## src/rtl/cpu_pkg.sv

```systemverilog
// cpu_pkg: shared widths, writeback request type and grant source encoding
package cpu_pkg;
  localparam int REG_ADDR_W = 8;
  localparam int DATA_W = 32;
  localparam logic [REG_ADDR_W-1:0] ZERO_REG = 8'd255;
  typedef struct packed {
    logic [REG_ADDR_W-1:0] dest;
    logic [DATA_W-1:0] data;
  } wb_req_t;
  typedef enum logic [1:0] {SRC_NONE, SRC_ALU, SRC_MEM, SRC_FPU} src_t;
endpackage

```

## src/rtl/wb_fifo.sv

```systemverilog
// wb_fifo: circular buffer of writeback requests; count is one bit wider than the pointers
module wb_fifo import cpu_pkg::*; #(
  parameter int DEPTH = 2
) (
  input  logic    clock,
  input  logic    reset,
  input  logic    push,
  input  wb_req_t push_req,
  input  logic    pop,
  output wb_req_t head,
  output logic    full,
  output logic    empty
);
  localparam int AW = $clog2(DEPTH);
  localparam logic [AW:0] FULL_CNT = DEPTH[AW:0];
  wb_req_t mem [DEPTH];
  logic [AW-1:0] rd_ptr, wr_ptr;
  logic [AW:0] count;
  logic do_push, do_pop;
  assign full = count == FULL_CNT;
  assign empty = count == '0;
  assign do_push = push && !full;
  assign do_pop = pop && !empty;
  assign head = mem[rd_ptr];
  always_ff @(posedge clock) begin
    if (do_push && !reset) mem[wr_ptr] <= push_req;
  end
  always_ff @(posedge clock) begin
    if (reset) begin
      rd_ptr <= '0;
      wr_ptr <= '0;
      count <= '0;
    end else begin
      if (do_push) wr_ptr <= wr_ptr + 1'b1;
      if (do_pop) rd_ptr <= rd_ptr + 1'b1;
      count <= count + {{AW{1'b0}}, do_push} - {{AW{1'b0}}, do_pop};
    end
  end
endmodule

```

## src/rtl/writeback_arbiter.sv

```systemverilog
// writeback_arbiter: merges ALU, load and FPU results onto the register-file write port
module writeback_arbiter import cpu_pkg::*; #(
  parameter int FIFO_DEPTH = 2,
  parameter logic [REG_ADDR_W-1:0] ZERO_REG = cpu_pkg::ZERO_REG
) (
  input  logic                  clock,
  input  logic                  reset,
  input  logic                  alu_valid,
  input  logic [REG_ADDR_W-1:0] alu_dest,
  input  logic [DATA_W-1:0]     alu_data,
  input  logic                  mem_valid,
  output logic                  mem_ready,
  input  logic [REG_ADDR_W-1:0] mem_dest,
  input  logic [DATA_W-1:0]     mem_data,
  input  logic                  fpu_valid,
  output logic                  fpu_ready,
  input  logic [REG_ADDR_W-1:0] fpu_dest,
  input  logic [DATA_W-1:0]     fpu_data,
  output logic                  wb_enable,
  output logic [REG_ADDR_W-1:0] wb_dest,
  output logic [DATA_W-1:0]     wb_data,
  output logic                  wb_pending
);
  wb_req_t mem_head, fpu_head, win;
  logic mem_full, mem_empty, fpu_full, fpu_empty, prefer_mem;
  src_t grant;
  wb_fifo #(.DEPTH(FIFO_DEPTH)) u_mem_fifo (
    .clock(clock), .reset(reset), .push(mem_valid), .push_req(wb_req_t'{mem_dest, mem_data}),
    .pop(grant == SRC_MEM), .head(mem_head), .full(mem_full), .empty(mem_empty)
  );
  wb_fifo #(.DEPTH(FIFO_DEPTH)) u_fpu_fifo (
    .clock(clock), .reset(reset), .push(fpu_valid), .push_req(wb_req_t'{fpu_dest, fpu_data}),
    .pop(grant == SRC_FPU), .head(fpu_head), .full(fpu_full), .empty(fpu_empty)
  );
  assign mem_ready = !mem_full;
  assign fpu_ready = !fpu_full;
  assign wb_pending = !mem_empty || !fpu_empty;
  // ALU cannot stall, so it always wins; load/FPU share the remaining slots round-robin
  always_comb grant = alu_valid ? SRC_ALU :
                      (!mem_empty && (fpu_empty || prefer_mem)) ? SRC_MEM :
                      !fpu_empty ? SRC_FPU : SRC_NONE;
  always_comb win = grant == SRC_MEM ? mem_head :
                    grant == SRC_FPU ? fpu_head : wb_req_t'{alu_dest, alu_data};
  always_ff @(posedge clock) begin
    if (reset) begin
      wb_enable <= 1'b0;
      wb_dest <= '0;
      wb_data <= '0;
      prefer_mem <= 1'b1;
    end else begin
      wb_enable <= grant != SRC_NONE && win.dest != ZERO_REG;
      if (grant != SRC_NONE) begin
        wb_dest <= win.dest;
        wb_data <= win.data;
      end
      if (grant == SRC_MEM || grant == SRC_FPU) prefer_mem <= grant == SRC_FPU;
    end
  end
endmodule

```

## config.mk

```make
export PLATFORM = sky130hd
export DESIGN_NAME = writeback_arbiter
export DESIGN_NICKNAME = d
export VERILOG_FILES = /design/src/rtl/cpu_pkg.sv /design/src/rtl/wb_fifo.sv /design/src/rtl/writeback_arbiter.sv
export SDC_FILE = /design/constraint.sdc
export NUM_CORES = 1
export LEC_CHECK = 0
export CELL_PAD_IN_SITES_DETAIL_PLACEMENT = 1
export CELL_PAD_IN_SITES_GLOBAL_PLACEMENT = 2
export CORE_MARGIN = 2
export CORE_UTILIZATION = 35
export CTS_CLUSTER_DIAMETER = 200
export CTS_CLUSTER_SIZE = 16
export DETAILED_ROUTE_END_ITERATION = 8
export PLACE_DENSITY = 0.87
export SYNTH_ARGS = -nofsm -noshare
export SYNTH_HDL_FRONTEND = slang
export SYNTH_HIERARCHICAL = 1
export SYNTH_SLANG_ARGS = --single-unit
```

## constraint.sdc

```tcl
create_clock -name clock -period 4.9 [get_ports clock]
set_clock_uncertainty 0.15 [all_clocks]
set_input_delay 0.49 -clock clock [delete_from_list [all_inputs] [get_ports clock]]
set_output_delay 0.49 -clock clock [all_outputs]
set_load 0.02 [all_outputs]
```

======== After elaboration in Yosys (flattened, before gate mapping) ========
Memories as Yosys holds them, arrays and structs flattened. A register that Yosys moved wholly into a read port is not among the register bits.
Index checks and enable logic that the tools add are counted.
Widths: inputs -> output; s select.
cells by class
  $add $sub $neg .......................... 8
  equal/unequal tests ..................... 5
  mux-type cells .......................... 13
  reduce and logical (&&, ||, !) cells .... 19
operator list
  kind                 count
  $mux 40              2
  $eq 2x2->1 const B   4
  $logic_and 1x1->1    8
  $mux 1               8
  $ne 8x8->1 const B   1
  $mux 2               3
  $logic_not 1->1      5
  $add 1x1->1 const B  4
  $add 2x1->2          2
  $logic_not 2->1      2
  $sub 2x1->2          2
  $logic_or 1x1->1     3
  $reduce_bool 2->1    1
word-level totals
  register bits after elaboration ......... 50
  RAM bits ................................ 160
  bits of input ports ..................... 125
  output and inout bits ................... 44
  memories kept ........................... 2
memory list
  memory          words  bits a word  rd ports  clocked after memory_dff  write ports  RTL line       RTL
  u_fpu_fifo.mem  2      40           1         1                         1            wb_fifo.sv:16  wb_req_t mem [DEPTH];
  u_mem_fifo.mem  2      40           1         1                         1            wb_fifo.sv:16

======== Longest topological paths before layout ========
Gate-level depths: netlist (run 1).
  depth in word-level cells ............... 10
  depth in mapped cells ................... 13
  gate-level depth less buffers ........... 11

======== By module ========
Netlist (run 1), hierarchy kept.
modules (own cells, without submodules)
  module             instances  cells an instance  area each (sq um)
  wb_fifo            2          149                3,136.8
  writeback_arbiter  1          319                2,376.0

======== Least setup slack after synthesis (run 1) ========
No wires, ideal clock.
  path type ............................... flip-flop to flip-flop
  start point ............................. reg u_fpu_fifo.count[1]
  end point ............................... mem u_fpu_fifo/mem[1][0] (netlist name), enable pin
  setup time .............................. 496 ps
  arrival ................................. 3,556 ps
  data required time ...................... 4,254 ps
  slack ................................... 698 ps
  cell stages (with the launch flop) ...... 4
  cells stage by stage .................... dfxtp_1 > nor2b_4 > nand2b_4 > nor3b_1
between the ends
  word-level cells in the longest chain between the ends .. 6
RTL lines
  what                          RTL line                 RTL
  from (decl)                   wb_fifo.sv:18            logic [AW:0] count;
  from (signal assigned)        wb_fifo.sv:36            count <= count + {{AW{1'b0}}, do_push} - {{AW{1'b0}}, do_pop};
  $eq 2x2->1                    wb_fifo.sv:20            assign full = count == FULL_CNT;
  net fpu_full                  writeback_arbiter.sv:25  logic mem_full, mem_empty, fpu_full, fpu_empty, prefer_mem;
  $logic_not 1->1               wb_fifo.sv:22            assign do_push = push && !full;
  $logic_and 1x1->1             wb_fifo.sv:22
  $logic_and 1x1->1             wb_fifo.sv:26            if (do_push && !reset) mem[wr_ptr] <= push_req;
  $mux 1                        wb_fifo.sv:26
  $mux 1 (implied by the code)  wb_fifo.sv:26
  to (decl)                     wb_fifo.sv:16
The timed path passes the listed nets, and every way through them passes these cells.

======== Final worst setup path (run 1) ========
  start point ............................. reg u_mem_fifo.count[0]
  end point ............................... out wb_pending
between the ends
  word-level cells in the longest chain between the ends .. 3
RTL lines
  what                    RTL line                 RTL
  from (decl)             wb_fifo.sv:18
  from (signal assigned)  wb_fifo.sv:36
  $logic_not 2->1         wb_fifo.sv:21            assign empty = count == '0;
  net mem_empty           writeback_arbiter.sv:25
  $logic_not 1->1         writeback_arbiter.sv:37  assign wb_pending = !mem_empty || !fpu_empty;
  $logic_or 1x1->1        writeback_arbiter.sv:37
  to (decl)               writeback_arbiter.sv:22  output logic wb_pending
The timed path passes the listed nets, and every way through them passes these cells.

==> qor.log, run 1 <==
qor: worst_setup_path.r2r_start u_mem_fifo/count[0]
qor: floorplan.die_area 26000 um2
qor: power_and_ir_drop.pwr-share-seq 0.432
qor: power_and_ir_drop.max-vdd-ir-drop 0.178 mV
qor: detailed_routing.pre_repair_dr_iteration_count 4
qor: timing.tightest_slew 803 ps
qor: timing.layout_worst_path_cycle_share 0.627
qor: clocking.postCtsResizedCells 0
qor: global_routing.global_route.overflow_total 0
qor: detailed_routing.route.detailed.drc 0
qor: power_and_ir_drop.switching_share 0.329
qor: global_routing.maximum_number_of_pins_on_one_net_before_global_route_repair 65
qor: logic_synthesis.synth_edf_count 160
qor: worst_setup_path.cp.required 4260 ps
qor: global_routing.number_of_global_route_vias_before_repair 6160
qor: layout.drive_gt1_frac 0.182
qor: power_and_ir_drop.power_dens_cells 500 nW/um2
qor: status.run_status finished clean
qor: logic_synthesis.synth.cell_area 8650 um2
qor: layout.number_of_inserted_filler_cells_in_the_final_layout 2473
qor: worst_setup_path.worstSetupEndpointType output port
qor: power_and_ir_drop.p_int 0.00374 W
qor: timing.fin_setup_tns 0 ps
qor: layout.layout.cells.most_common_list 168 x sky130_fd_sc_hd__clkdlybuf4s50_1, 160 x sky130_fd_sc_hd__edfxtp_1, 80 x sky130_fd_sc_hd__nand2_1, 80 x sky130_fd_sc_hd__mux2_2, 50 x sky130_fd_sc_hd__dfxtp_1
qor: detailed_routing.vias 5583
qor: layout.num-nets-final 915
qor: worst_setup_path.critPathTopFamily simple AND/OR/NAND/NOR gates
qor: worst_setup_path.timing.critical_path.from u_mem_fifo/count[0]
qor: timing.rsz0062_at_grt no
qor: layout.finish.utilization 0.458
qor: logic_synthesis.synth_async_sr_flop_share 0
qor: layout.synthToLayoutAreaGrowth 28.8%
qor: worst_setup_path.worst-path-buf-inv 2
qor: worst_setup_path.critPathMaxFanout 11
qor: clocking.clock_latency 490 ps
qor: worst_setup_path.timing.critical_path.cells nor2_1 > and2_4 > inv_2 > clkdlybuf4s50_1
qor: layout.multi_input_comb_area 2570 um2
qor: global_routing.met2_resource_use_gr 0.300
qor: flow_run.max-cap-violations 0
qor: timing.finalCriticalPeriod 3070 ps
qor: timing.finalHoldViolations 0
qor: global_routing.first_pass_grt_wire_length 35000 um
qor: clocking.cts_root_buffer sky130_fd_sc_hd__clkbuf_16
qor: floorplan.placement_rows 57
qor: layout.mostFrequentLayoutCell sky130_fd_sc_hd__clkdlybuf4s50_1
qor: detailed_routing.drt-wirelength-per-cell 20.2 um
qor: clocking.clock_tree.buffer_depth 3
qor: timing.drv_slew 0
qor: floorplan.floorplan.core_area 24300 um2
qor: clocking.number_of_buffers_created_by_cts 17
qor: detailed_routing.wl 22600 um
qor: logic_synthesis.synth-seq-area-share 0.676
qor: global_routing.antenna_found_initial 2
qor: timing.setup_viol 0
qor: worst_setup_path.worstSetupStartpointType flop
qor: worst_setup_path.critPathMaxStageDelay 620 ps
qor: clocking.post_cts_hold_buffer_count 0
qor: detailed_routing.drt_first_iter_violations 276
qor: logic_synthesis.netlist_instances 617
qor: logic_synthesis.synth_ff_type sky130_fd_sc_hd__edfxtp_1
qor: logic_synthesis.mappedNetlistNets 746
qor: logic_synthesis.ys.warnings.count 6
qor: timing.slew-limit-headroom 0.463
qor: worst_setup_path.criticalPathCategory reg -> out
qor: global_routing.global_route.usage.met3 0.0293
qor: power_and_ir_drop.power_leakage 3.90 nW
qor: power_and_ir_drop.combPwrFrac 0.339
qor: placement.place.gp.congestion 0.754
qor: detailed_routing.routed_via_density 4.98
qor: worst_hold_path.min-delay-start wb_data[29]
qor: clocking.cts.repair_timing.setup_buffer_count 0
qor: timing.max_freq 326 MHz
qor: floorplan.floorplan.io_pins 169
qor: power_and_ir_drop.power.clock.fraction 0.229
qor: worst_setup_path.cp_data_arrival_time 2430 ps
qor: global_routing.overall_track_demand_over_capacity_in_global_routing 0.175
qor: floorplan.floorplan.die.width 161 um
qor: placement.io_buffer_count 168
qor: logic_synthesis.yosys_register_bits 212
qor: detailed_routing.postRouteAntennaNets 0
qor: worst_setup_path.crit_slowest_cell sky130_fd_sc_hd__nor2_1
qor: clocking.cts.reportedPaths.clkPinSlew 70 ps
qor: power_and_ir_drop.p_sw 0.00183 W
qor: placement.dpl.hpwl 14900 um
qor: logic_synthesis.synthesis.area_per_instance 14.0 um2
qor: global_routing.grt_busiest_layer met2
qor: global_routing.met1_usage 0.232
qor: clocking.h-tree-depth 1
qor: floorplan.chipHeight 161 um
qor: layout.seq_area 5850 um2
qor: floorplan.initial_core_util 0.356
qor: clocking.clock-sinks 212
qor: worst_hold_path.worstHoldPathType reg -> reg
qor: logic_synthesis.synthDistinctLibCells 47
qor: clocking.cts_tree built
==> final timing paths <==
kind,endpoint,slack [ps],cells past startpoint
worst max register to register,u_fpu_fifo/count[1],1960,11
worst min register to register,wb_data[29],330,1
worst min-delay path,wb_data[29],330,1
worst max-delay path,wb_pending,1830,4
==> metal layers <==
| metal | vias up | part of all wire | wire length [um] |
|---|---|---|---|
| met5 | - | 0.00057 | 13 |
| met4 | 2 | 0.018 | 400 |
| met3 | 28 | 0.054 | 1220 |
| met2 | 166 | 0.49 | 11000 |
| met1 | 2772 | 0.44 | 10000 |
| li1 | 2615 | - | - |
==> state kept, by name, indices dropped and copies added (netlist names), named ones only <==
signal	count
u_fpu_fifo/count	2
wb_data	32
u_mem_fifo/wr_ptr	1
u_mem_fifo/rd_ptr	1
u_fpu_fifo/rd_ptr	1
wb_enable	1
wb_dest	8
u_mem_fifo/count	2
prefer_mem	1
u_fpu_fifo/mem	80
u_mem_fifo/mem	80
u_fpu_fifo/wr_ptr	1
==> cell families (layout without fill, tap and decap cells) <==
group,after synthesis,after routing,synth area share
other,0,1,0
XOR/XNOR,4,4,0.00405
flip-flops,212,212,0.676
buffers and inverters,41,221,0.0310
AO/OA/AOI/OAI,106,106,0.0840
multiplexers,82,82,0.108
AND/OR/NAND/NOR,168,168,0.0917
adder cells (fa/ha/maj),4,4,0.00579
==> area by class of cell <==
cell class              instances  share of cell area
well taps                     324              0.0364
multi-input cells             364               0.231
clock buffers                  28              0.0419
clock inverters                 2             0.00225
diodes                          1            0.000225
inverters                       8             0.00270
repair buffers                183               0.161
flip-flops and latches        212               0.525
==> through the flow <==
step | instance area [um2] | instances | total power, W | setup WS, ps | hold WS, ps
2_1_floorplan | 8650 | 617 | 0.00363 | 698 | 330
3_3_place_gp | 10600 | 1091 | 0.00431 | 1540 | 298
3_5_place_dp | 10600 | 1091 | 0.00436 | 1450 | 317
4_1_cts | 11100 | 1121 | 0.00566 | 1850 | 336
5_1_grt | 11100 | 1122 | 0.00588 | 1700 | 345
6_report | 11100 | 1122 | 0.00557 | 1830 | 329
==> power groups by stage <==
stage,clock (W),sequential (W),combinational (W)
after floorplan,0,0.00257,0.00106
after global placement,0,0.00244,0.00187
after detailed placement,0,0.00245,0.00191
after CTS,0.00133,0.00241,0.00192
after global routing,0.00139,0.00244,0.00206
final,0.00128,0.00241,0.00189
==> synth_stat cells (7+ instances only) <==
library cell | n | area [um2]
sky130_fd_sc_hd__o21ai_0 | 13 | 65.1
sky130_fd_sc_hd__nand2_1 | 80 | 300
sky130_fd_sc_hd__mux2_2 | 80 | 901
sky130_fd_sc_hd__edfxtp_1 | 160 | 4800
sky130_fd_sc_hd__buf_2 | 13 | 65.1
sky130_fd_sc_hd__nor2_1 | 49 | 184
sky130_fd_sc_hd__a22o_1 | 32 | 280
sky130_fd_sc_hd__a21oi_1 | 9 | 45.0
sky130_fd_sc_hd__nor2b_1 | 11 | 68.8
sky130_fd_sc_hd__buf_4 | 12 | 90.1
sky130_fd_sc_hd__dfxtp_1 | 52 | 1040
sky130_fd_sc_hd__buf_6 | 7 | 78.8
sky130_fd_sc_hd__a31oi_1 | 33 | 206
==> worst register-to-register path, cell delays in order (launching register included) <==
cell and delay [ps]:
sky130_fd_sc_hd__dfxtp_1 360, sky130_fd_sc_hd__nor2_1 630, sky130_fd_sc_hd__nand2b_4 310, sky130_fd_sc_hd__nand2_4 280
sky130_fd_sc_hd__inv_2 140, sky130_fd_sc_hd__o21a_2 150, sky130_fd_sc_hd__ha_1 220, sky130_fd_sc_hd__inv_1 60
sky130_fd_sc_hd__ha_1 160, sky130_fd_sc_hd__xor2_1 180, sky130_fd_sc_hd__and2_2 160, sky130_fd_sc_hd__nor3_1 40
(Power assumes the default switching activity.)
==> run 2: changes to the inputs <==
==> constraint.sdc (replaced) <==
create_clock -name clock -period 3.1 [get_ports clock]
set_clock_uncertainty 0.15 [all_clocks]
set_input_delay 0.31 -clock clock [delete_from_list [all_inputs] [get_ports clock]]
set_output_delay 0.31 -clock clock [all_outputs]
set_load 0.02 [all_outputs]
==> run 2 against run 1 <==
Compared with the run above:
- die area is the same
- via count shrank 1.0%
- register-to-register slack lost 1600 ps
- setup slack lost 1600 ps
- hold slack lost 78 ps
- critical path depth is the same
- routed wire length shrank 0.88%
- first-iteration DRC count shrank 13%
- final cell count grew 0.62%
- sequential cell count is the same
- sequential power grew 57%
- largest power group unchanged
==> qor.log, run 2 (same netlist as run 1, synthesis figures left out) <==
qor: global_routing.number_of_global_route_vias_before_repair 5998
qor: clocking.post_cts_hold_buffer_count 0
qor: floorplan.die_area 26000 um2
qor: timing.drv_slew 0
qor: power_and_ir_drop.power.clock.fraction 0.230
qor: detailed_routing.drt-wirelength-per-cell 19.9 um
qor: floorplan.placement_rows 57
qor: layout.instances_no_fill 1129
qor: power_and_ir_drop.combPwrFrac 0.342
qor: layout.reg.largest.list u_fpu_fifo/mem x80, u_mem_fifo/mem x80, wb_data x32
qor: clocking.clock-sinks 212
qor: layout.seq_area 5850 um2
qor: power_and_ir_drop.fin_total_pwr 0.00883 W
qor: worst_setup_path.cp_data_arrival_time 2450 ps
qor: timing.tightest_slew 1010 ps
qor: power_and_ir_drop.switching_share 0.328
qor: global_routing.global_route.usage.met3 0.0265
qor: worst_hold_path.worstHoldPathType in -> reg
qor: clocking.postCtsResizedCells 0
qor: timing.rsz0062_at_grt no
qor: layout.mostFrequentLayoutCell sky130_fd_sc_hd__clkdlybuf4s50_1
qor: floorplan.initial_core_util 0.356
qor: status.run_status finished clean
qor: clocking.cts_tree built
qor: detailed_routing.wl 22400 um
qor: worst_setup_path.critPathMaxFanout 11
qor: placement.dp.cells 1097
qor: detailed_routing.drt_first_iter_violations 239
qor: worst_setup_path.critPathTopFamily simple AND/OR/NAND/NOR gates
qor: layout.synthToLayoutAreaGrowth 29.7%
qor: worst_setup_path.worst-path-buf-inv 2
qor: power_and_ir_drop.max-vdd-ir-drop 0.441 mV
qor: clocking.h-tree-depth 1
qor: global_routing.antenna_found_initial 1
qor: worst_setup_path.reg2reg_depth 11
qor: layout.layout.cells.most_common_list 168 x sky130_fd_sc_hd__clkdlybuf4s50_1, 160 x sky130_fd_sc_hd__edfxtp_1, 80 x sky130_fd_sc_hd__nand2_1, 80 x sky130_fd_sc_hd__mux2_2, 50 x sky130_fd_sc_hd__dfxtp_1
qor: layout.num-nets-final 921
qor: detailed_routing.vias 5527
qor: timing.slew-limit-headroom 0.324
qor: worst_setup_path.cp-endpoint wb_pending
qor: worst_setup_path.worstSetupStartpointType flop
qor: worst_setup_path.timing.critical_path.depth 4
qor: floorplan.floorplan.io_pins 169
qor: worst_setup_path.r2r_slack 350 ps
qor: flow_run.max-cap-violations 0
qor: timing.max_freq 344 MHz
qor: detailed_routing.postRouteAntennaNets 0
qor: placement.io_buffer_count 168
qor: global_routing.maximum_number_of_pins_on_one_net_before_global_route_repair 65
qor: clocking.cts.reportedPaths.clkPinSlew 70 ps
qor: floorplan.floorplan.die.width 161 um
qor: power_and_ir_drop.p_int 0.00593 W
qor: layout.multi_input_comb_area 2590 um2
qor: layout.drive_gt1_frac 0.188
qor: floorplan.floorplan.core_area 24300 um2
qor: placement.place.gp.congestion 0.784
qor: worst_setup_path.critPathMaxStageDelay 620 ps
qor: detailed_routing.routed_via_density 4.90
qor: placement.dpl.hpwl 15000 um
qor: clocking.number_of_buffers_created_by_cts 17
qor: worst_setup_path.timing.critical_path.from u_mem_fifo/count[0]
qor: global_routing.met2_resource_use_gr 0.295
qor: worst_setup_path.cp.required 2640 ps
qor: global_routing.met1_usage 0.233
qor: layout.number_of_inserted_filler_cells_in_the_final_layout 2476
qor: power_and_ir_drop.p_sw 0.00290 W
qor: worst_setup_path.r2r_start u_mem_fifo/count[0]
qor: worst_setup_path.r2r-end u_mem_fifo/count[1]
qor: worst_setup_path.crit_slowest_cell sky130_fd_sc_hd__nor2_1
qor: global_routing.grt_busiest_layer met2
qor: global_routing.overall_track_demand_over_capacity_in_global_routing 0.173
qor: clocking.cts_root_buffer sky130_fd_sc_hd__clkbuf_16
qor: timing.setup_viol 0
qor: detailed_routing.route.detailed.drc 0
qor: detailed_routing.pre_repair_dr_iteration_count 5
qor: clocking.clock_tree.buffer_depth 3
qor: worst_setup_path.criticalPathCategory reg -> out
qor: global_routing.global_route.overflow_total 0
qor: power_and_ir_drop.power_leakage 3.94 nW
qor: worst_setup_path.timing.critical_path.cells nor2_1 > and2_4 > inv_2 > clkdlybuf4s50_1
qor: clocking.cts.repair_timing.setup_buffer_count 0
qor: clocking.clock_latency 480 ps
qor: timing.fin_setup_tns 0 ps
qor: worst_setup_path.worstSetupEndpointType output port
qor: floorplan.chipHeight 161 um
qor: global_routing.first_pass_grt_wire_length 34700 um
qor: timing.finalHoldViolations 0
qor: power_and_ir_drop.pwr-share-seq 0.428
qor: timing.finalCriticalPeriod 2910 ps
qor: layout.finish.utilization 0.461
qor: timing.layout_worst_path_cycle_share 0.939
qor: power_and_ir_drop.power_dens_cells 788 nW/um2
## run 2: changes by cell type in the layout (fill, tap and decap cells not counted)
| cell | delta |
|---|---|
| sky130_fd_sc_hd__buf_4 | +6 |
| sky130_fd_sc_hd__nor3_2 | -2 |
| sky130_fd_sc_hd__nor3_4 | +2 |
| sky130_fd_sc_hd__nor3b_2 | -2 |
| sky130_fd_sc_hd__nor3b_4 | +2 |
| sky130_fd_sc_hd__diode_2 | +1 |
## run 2: worst reg2reg max path, delay by kind of cell (launching register included)
| kind | cells | cell delay [ps] |
|---|---|---|
| compound gates | 2 | 430 |
| flops | 1 | 360 |
| xor+xnor | 1 | 150 |
| buf+inv | 2 | 90 |
| simple gates | 4 | 1040 |
| fa+ha+maj | 2 | 460 |
## run 2: stage by stage
stage               hold WS (ps)  cell area (um2)  worst slack (ps)
finish                       252            11200               190
global route                 225            11200             0.932
CTS                          227            11200               145
detailed placement           313            10700               203
global placement             310            10700               316
floorplan                    232             8670               310
## run 2: final cells by class
cell class                 instances  share of cell area
tap                              324              0.0361
clock buffer                      28              0.0416
clock inverter                     2             0.00223
multi-input combinational        364               0.231
antenna                            2            0.000446
timing repair buffer             189               0.164
sequential                       212               0.521
inverter                           8             0.00268
## run 2: metal layers
layer	vias to the layer above	routed length, um
met1	2741	10300
met2	126	10800
met4	0	481
li1	2633	-
met3	27	876
met5	-	0
## run 2: worst min path at each step
stage	start	to	slack [ps]	cells after the start
2_1_floorplan	reset	u_fpu_fifo/count[0]	230	1
3_3_place_gp	wb_dest[3]	wb_dest[3]	310	2
3_5_place_dp	wb_data[31]	wb_data[31]	310	1
4_1_cts	mem_data[29]	u_mem_fifo/mem[0][29]	230	1
5_1_grt	mem_data[29]	u_mem_fifo/mem[0][29]	230	1
6_report	mem_data[27]	u_mem_fifo/mem[0][27]	250	1
## run 2: power by group through the flow
| stage | Clock, W | Combinational [W] | Sequential, W |
|---|---|---|---|
| 3_3_place_gp | 0 | 0.00299 | 0.00384 |
| 2_1_floorplan | 0 | 0.00168 | 0.00405 |
| 6_report | 0.00203 | 0.00302 | 0.00378 |
| 3_5_place_dp | 0 | 0.00305 | 0.00385 |
| 4_1_cts | 0.00211 | 0.00307 | 0.00379 |
| 5_1_grt | 0.00221 | 0.00329 | 0.00384 |
==> run 3: changes to the inputs <==
--- a/config.mk
+++ b/config.mk
@@ -7,13 +7,14 @@
 export LEC_CHECK = 0
 export CELL_PAD_IN_SITES_DETAIL_PLACEMENT = 1
 export CELL_PAD_IN_SITES_GLOBAL_PLACEMENT = 2
-export CORE_MARGIN = 2
 export CORE_UTILIZATION = 35
 export CTS_CLUSTER_DIAMETER = 200
 export CTS_CLUSTER_SIZE = 16
 export DETAILED_ROUTE_END_ITERATION = 8
 export PLACE_DENSITY = 0.87
+export REMOVE_ABC_BUFFERS = 1
 export SYNTH_ARGS = -nofsm -noshare
 export SYNTH_HDL_FRONTEND = slang
 export SYNTH_HIERARCHICAL = 1
 export SYNTH_SLANG_ARGS = --single-unit
+export TNS_END_PERCENT = 1
==> run 3 against run 2 <==
Compared with the run above:
- routed wire length down 2.3%
- cell area about the same
- first-iteration DRC count up 17%
- final cell count shrank 0.62%
- global-route usage grew 0.20 points
- register-to-register slack gained 360 ps
- total power down 0.17%
- via count is 0.62% higher
- sequential cell count stayed put
- clock power is essentially flat
- clock-buffer cell count is the same
- hold slack gained 4.3 ps
- largest cell class unchanged
- largest power group unchanged
==> qor.log, run 3 (same netlist as run 1, synthesis figures left out) <==
qor: placement.io_buffer_count 168
qor: global_routing.overall_track_demand_over_capacity_in_global_routing 0.175
qor: clocking.number_of_buffers_created_by_cts 17
qor: timing.rsz0062_at_grt no
qor: placement.post-place-ws 557 ps
qor: placement.dp.cells 1091
qor: global_routing.first_pass_grt_wire_length 34500 um
qor: power_and_ir_drop.power_dens_cells 787 nW/um2
qor: worst_setup_path.worst-path-buf-inv 2
qor: clocking.cts_root_buffer sky130_fd_sc_hd__clkbuf_16
qor: timing.finalHoldViolations 0
qor: layout.mostFrequentLayoutCell sky130_fd_sc_hd__clkdlybuf4s50_1
qor: worst_setup_path.critPathMaxStageDelay 550 ps
qor: layout.finish.utilization 0.462
qor: clocking.postCtsResizedCells 0
qor: timing.setup_viol 0
qor: timing.max_freq 381 MHz
qor: placement.place.gp.congestion 0.708
qor: flow_run.max-cap-violations 0
qor: clocking.clock-sinks 212
qor: timing.postLayoutSetupSlackWorst 473 ps
qor: clocking.h-tree-depth 1
qor: layout.reg.largest.list u_fpu_fifo/mem x80, u_mem_fifo/mem x80, wb_data x32
qor: status.run_status finished clean
qor: detailed_routing.drt_first_iter_violations 279
qor: clocking.cts.reportedPaths.clkPinSlew 70 ps
qor: layout.seq_area 5850 um2
qor: worst_setup_path.criticalPathCategory reg -> out
qor: worst_setup_path.worstSetupEndpointType output port
qor: timing.layout_worst_path_cycle_share 0.847
qor: floorplan.chipHeight 159 um
qor: global_routing.maximum_number_of_pins_on_one_net_before_global_route_repair 65
qor: global_routing.global_route.overflow_total 0
qor: worst_setup_path.cp_data_arrival_time 2170 ps
qor: detailed_routing.pre_repair_dr_iteration_count 4
qor: floorplan.placement_rows 57
qor: placement.dpl.hpwl 14200 um
qor: layout.num-nets-final 915
qor: layout.instances_no_fill 1122
qor: clocking.post_cts_hold_buffer_count 0
qor: detailed_routing.drt-wirelength-per-cell 19.5 um
qor: clocking.clock_latency 480 ps
qor: clocking.cts.repair_timing.setup_buffer_count 0
qor: worst_setup_path.worstSetupStartpointType flop
qor: detailed_routing.route.detailed.drc 0
qor: timing.slew-limit-headroom 0.527
qor: layout.layout.cells.most_common_list 168 x sky130_fd_sc_hd__clkdlybuf4s50_1, 160 x sky130_fd_sc_hd__edfxtp_1, 80 x sky130_fd_sc_hd__nand2_1, 80 x sky130_fd_sc_hd__mux2_2, 50 x sky130_fd_sc_hd__dfxtp_1
qor: timing.finalCriticalPeriod 2630 ps
qor: worst_hold_path.worstHoldPathType in -> reg
qor: layout.number_of_inserted_filler_cells_in_the_final_layout 2475
qor: timing.fin_hold_ws 256 ps
qor: detailed_routing.vias 5561
qor: worst_setup_path.critPathMaxFanout 11
qor: floorplan.floorplan.core_area 24200 um2
qor: floorplan.floorplan.io_pins 169
qor: timing.tightest_slew 709 ps
qor: clocking.cts_tree built
qor: global_routing.antenna_found_initial 2
qor: global_routing.number_of_global_route_vias_before_repair 6088
qor: detailed_routing.wl 21900 um
qor: power_and_ir_drop.max-vdd-ir-drop 0.395 mV
qor: timing.drv_slew 0
qor: clocking.clock_tree.buffer_depth 3
qor: floorplan.initial_core_util 0.357
qor: worst_setup_path.cp.required 2640 ps
qor: worst_setup_path.critPathTopFamily simple AND/OR/NAND/NOR gates
qor: layout.drive_gt1_frac 0.182
qor: worst_setup_path.crit_slowest_cell sky130_fd_sc_hd__clkdlybuf4s50_1
qor: layout.multi_input_comb_area 2570 um2
qor: floorplan.floorplan.die.width 159 um
qor: detailed_routing.postRouteAntennaNets 0
qor: detailed_routing.routed_via_density 4.96
qor: floorplan.die_area 25300 um2
qor: layout.synthToLayoutAreaGrowth 29.5%
qor: power_and_ir_drop.power_leakage 3.91 nW
qor: worst_setup_path.timing.critical_path.cells nor2_1 > and2_4 > inv_2 > clkdlybuf4s50_1
run 3: cell count changes in the layout (fill, tap and decap cells not counted):
cell	before	now
sky130_fd_sc_hd__buf_4	21	10
sky130_fd_sc_hd__buf_12	0	5
sky130_fd_sc_hd__nor3_2	0	2
sky130_fd_sc_hd__nor3_4	3	1
sky130_fd_sc_hd__nor3b_2	0	2
sky130_fd_sc_hd__nor3b_4	2	0
sky130_fd_sc_hd__diode_2	2	1
run 3: worst reg2reg max path, cell delays in order (launching register included):
cell	delay, ps
sky130_fd_sc_hd__dfxtp_1	360
sky130_fd_sc_hd__nor2_1	340
sky130_fd_sc_hd__o21ba_2	260
sky130_fd_sc_hd__nand2b_2	80
sky130_fd_sc_hd__inv_1	40
sky130_fd_sc_hd__o21a_2	120
sky130_fd_sc_hd__ha_1	270
sky130_fd_sc_hd__inv_1	40
sky130_fd_sc_hd__ha_1	190
sky130_fd_sc_hd__xor2_1	160
sky130_fd_sc_hd__and2_2	190
sky130_fd_sc_hd__nor3_1	130
run 3: report_power, final:
part / internal (W) / switching (W)
clock: 0.00105 / 0.000978
sequential: 0.00352 / 0.000278
combinational: 0.00138 / 0.00161
run 3: routing by layer:
| metal | share of wire | global-route usage | vias up |
|---|---|---|---|
| met4 | 0.020 | 0.0393 | 0 |
| met2 | 0.50 | 0.305 | 129 |
| met1 | 0.44 | 0.225 | 2785 |
| met5 | 0 | 0 | - |
| li1 | - | - | 2617 |
| met3 | 0.043 | 0.0341 | 30 |
run 3: path summary, 6_finish.rpt:
path / end / cells past startpoint / from / slack, ps
worst max-delay path: wb_pending / 4 / u_fpu_fifo/count[0] / 470
worst max register to register: u_mem_fifo/count[1] / 11 / u_mem_fifo/count[0] / 710
worst min-delay path: u_mem_fifo/mem[0][14] / 1 / mem_data[14] / 260
worst min register to register: wb_dest[5] / 2 / wb_dest[5] / 310
run 3: final cells by class:
class / instances / share of cell area
Clock inverter: 2 / 0.00223
Tap cell: 324 / 0.0362
Multi-Input combinational cell: 364 / 0.229
Timing Repair Buffer: 183 / 0.166
Inverter: 8 / 0.00268
Clock buffer: 28 / 0.0417
Sequential cell: 212 / 0.522
Antenna cell: 1 / 0.000223
run 3: stage by stage:
step | power, W | cell area [um2] | setup TNS, ps
6_report | 0.00882 | 11200 | 0
5_1_grt | 0.00932 | 11200 | 0
4_1_cts | 0.00894 | 11200 | 0
3_5_place_dp | 0.00690 | 10700 | 0
3_3_place_gp | 0.00681 | 10700 | 0
2_1_floorplan | 0.00554 | 8410 | -158620
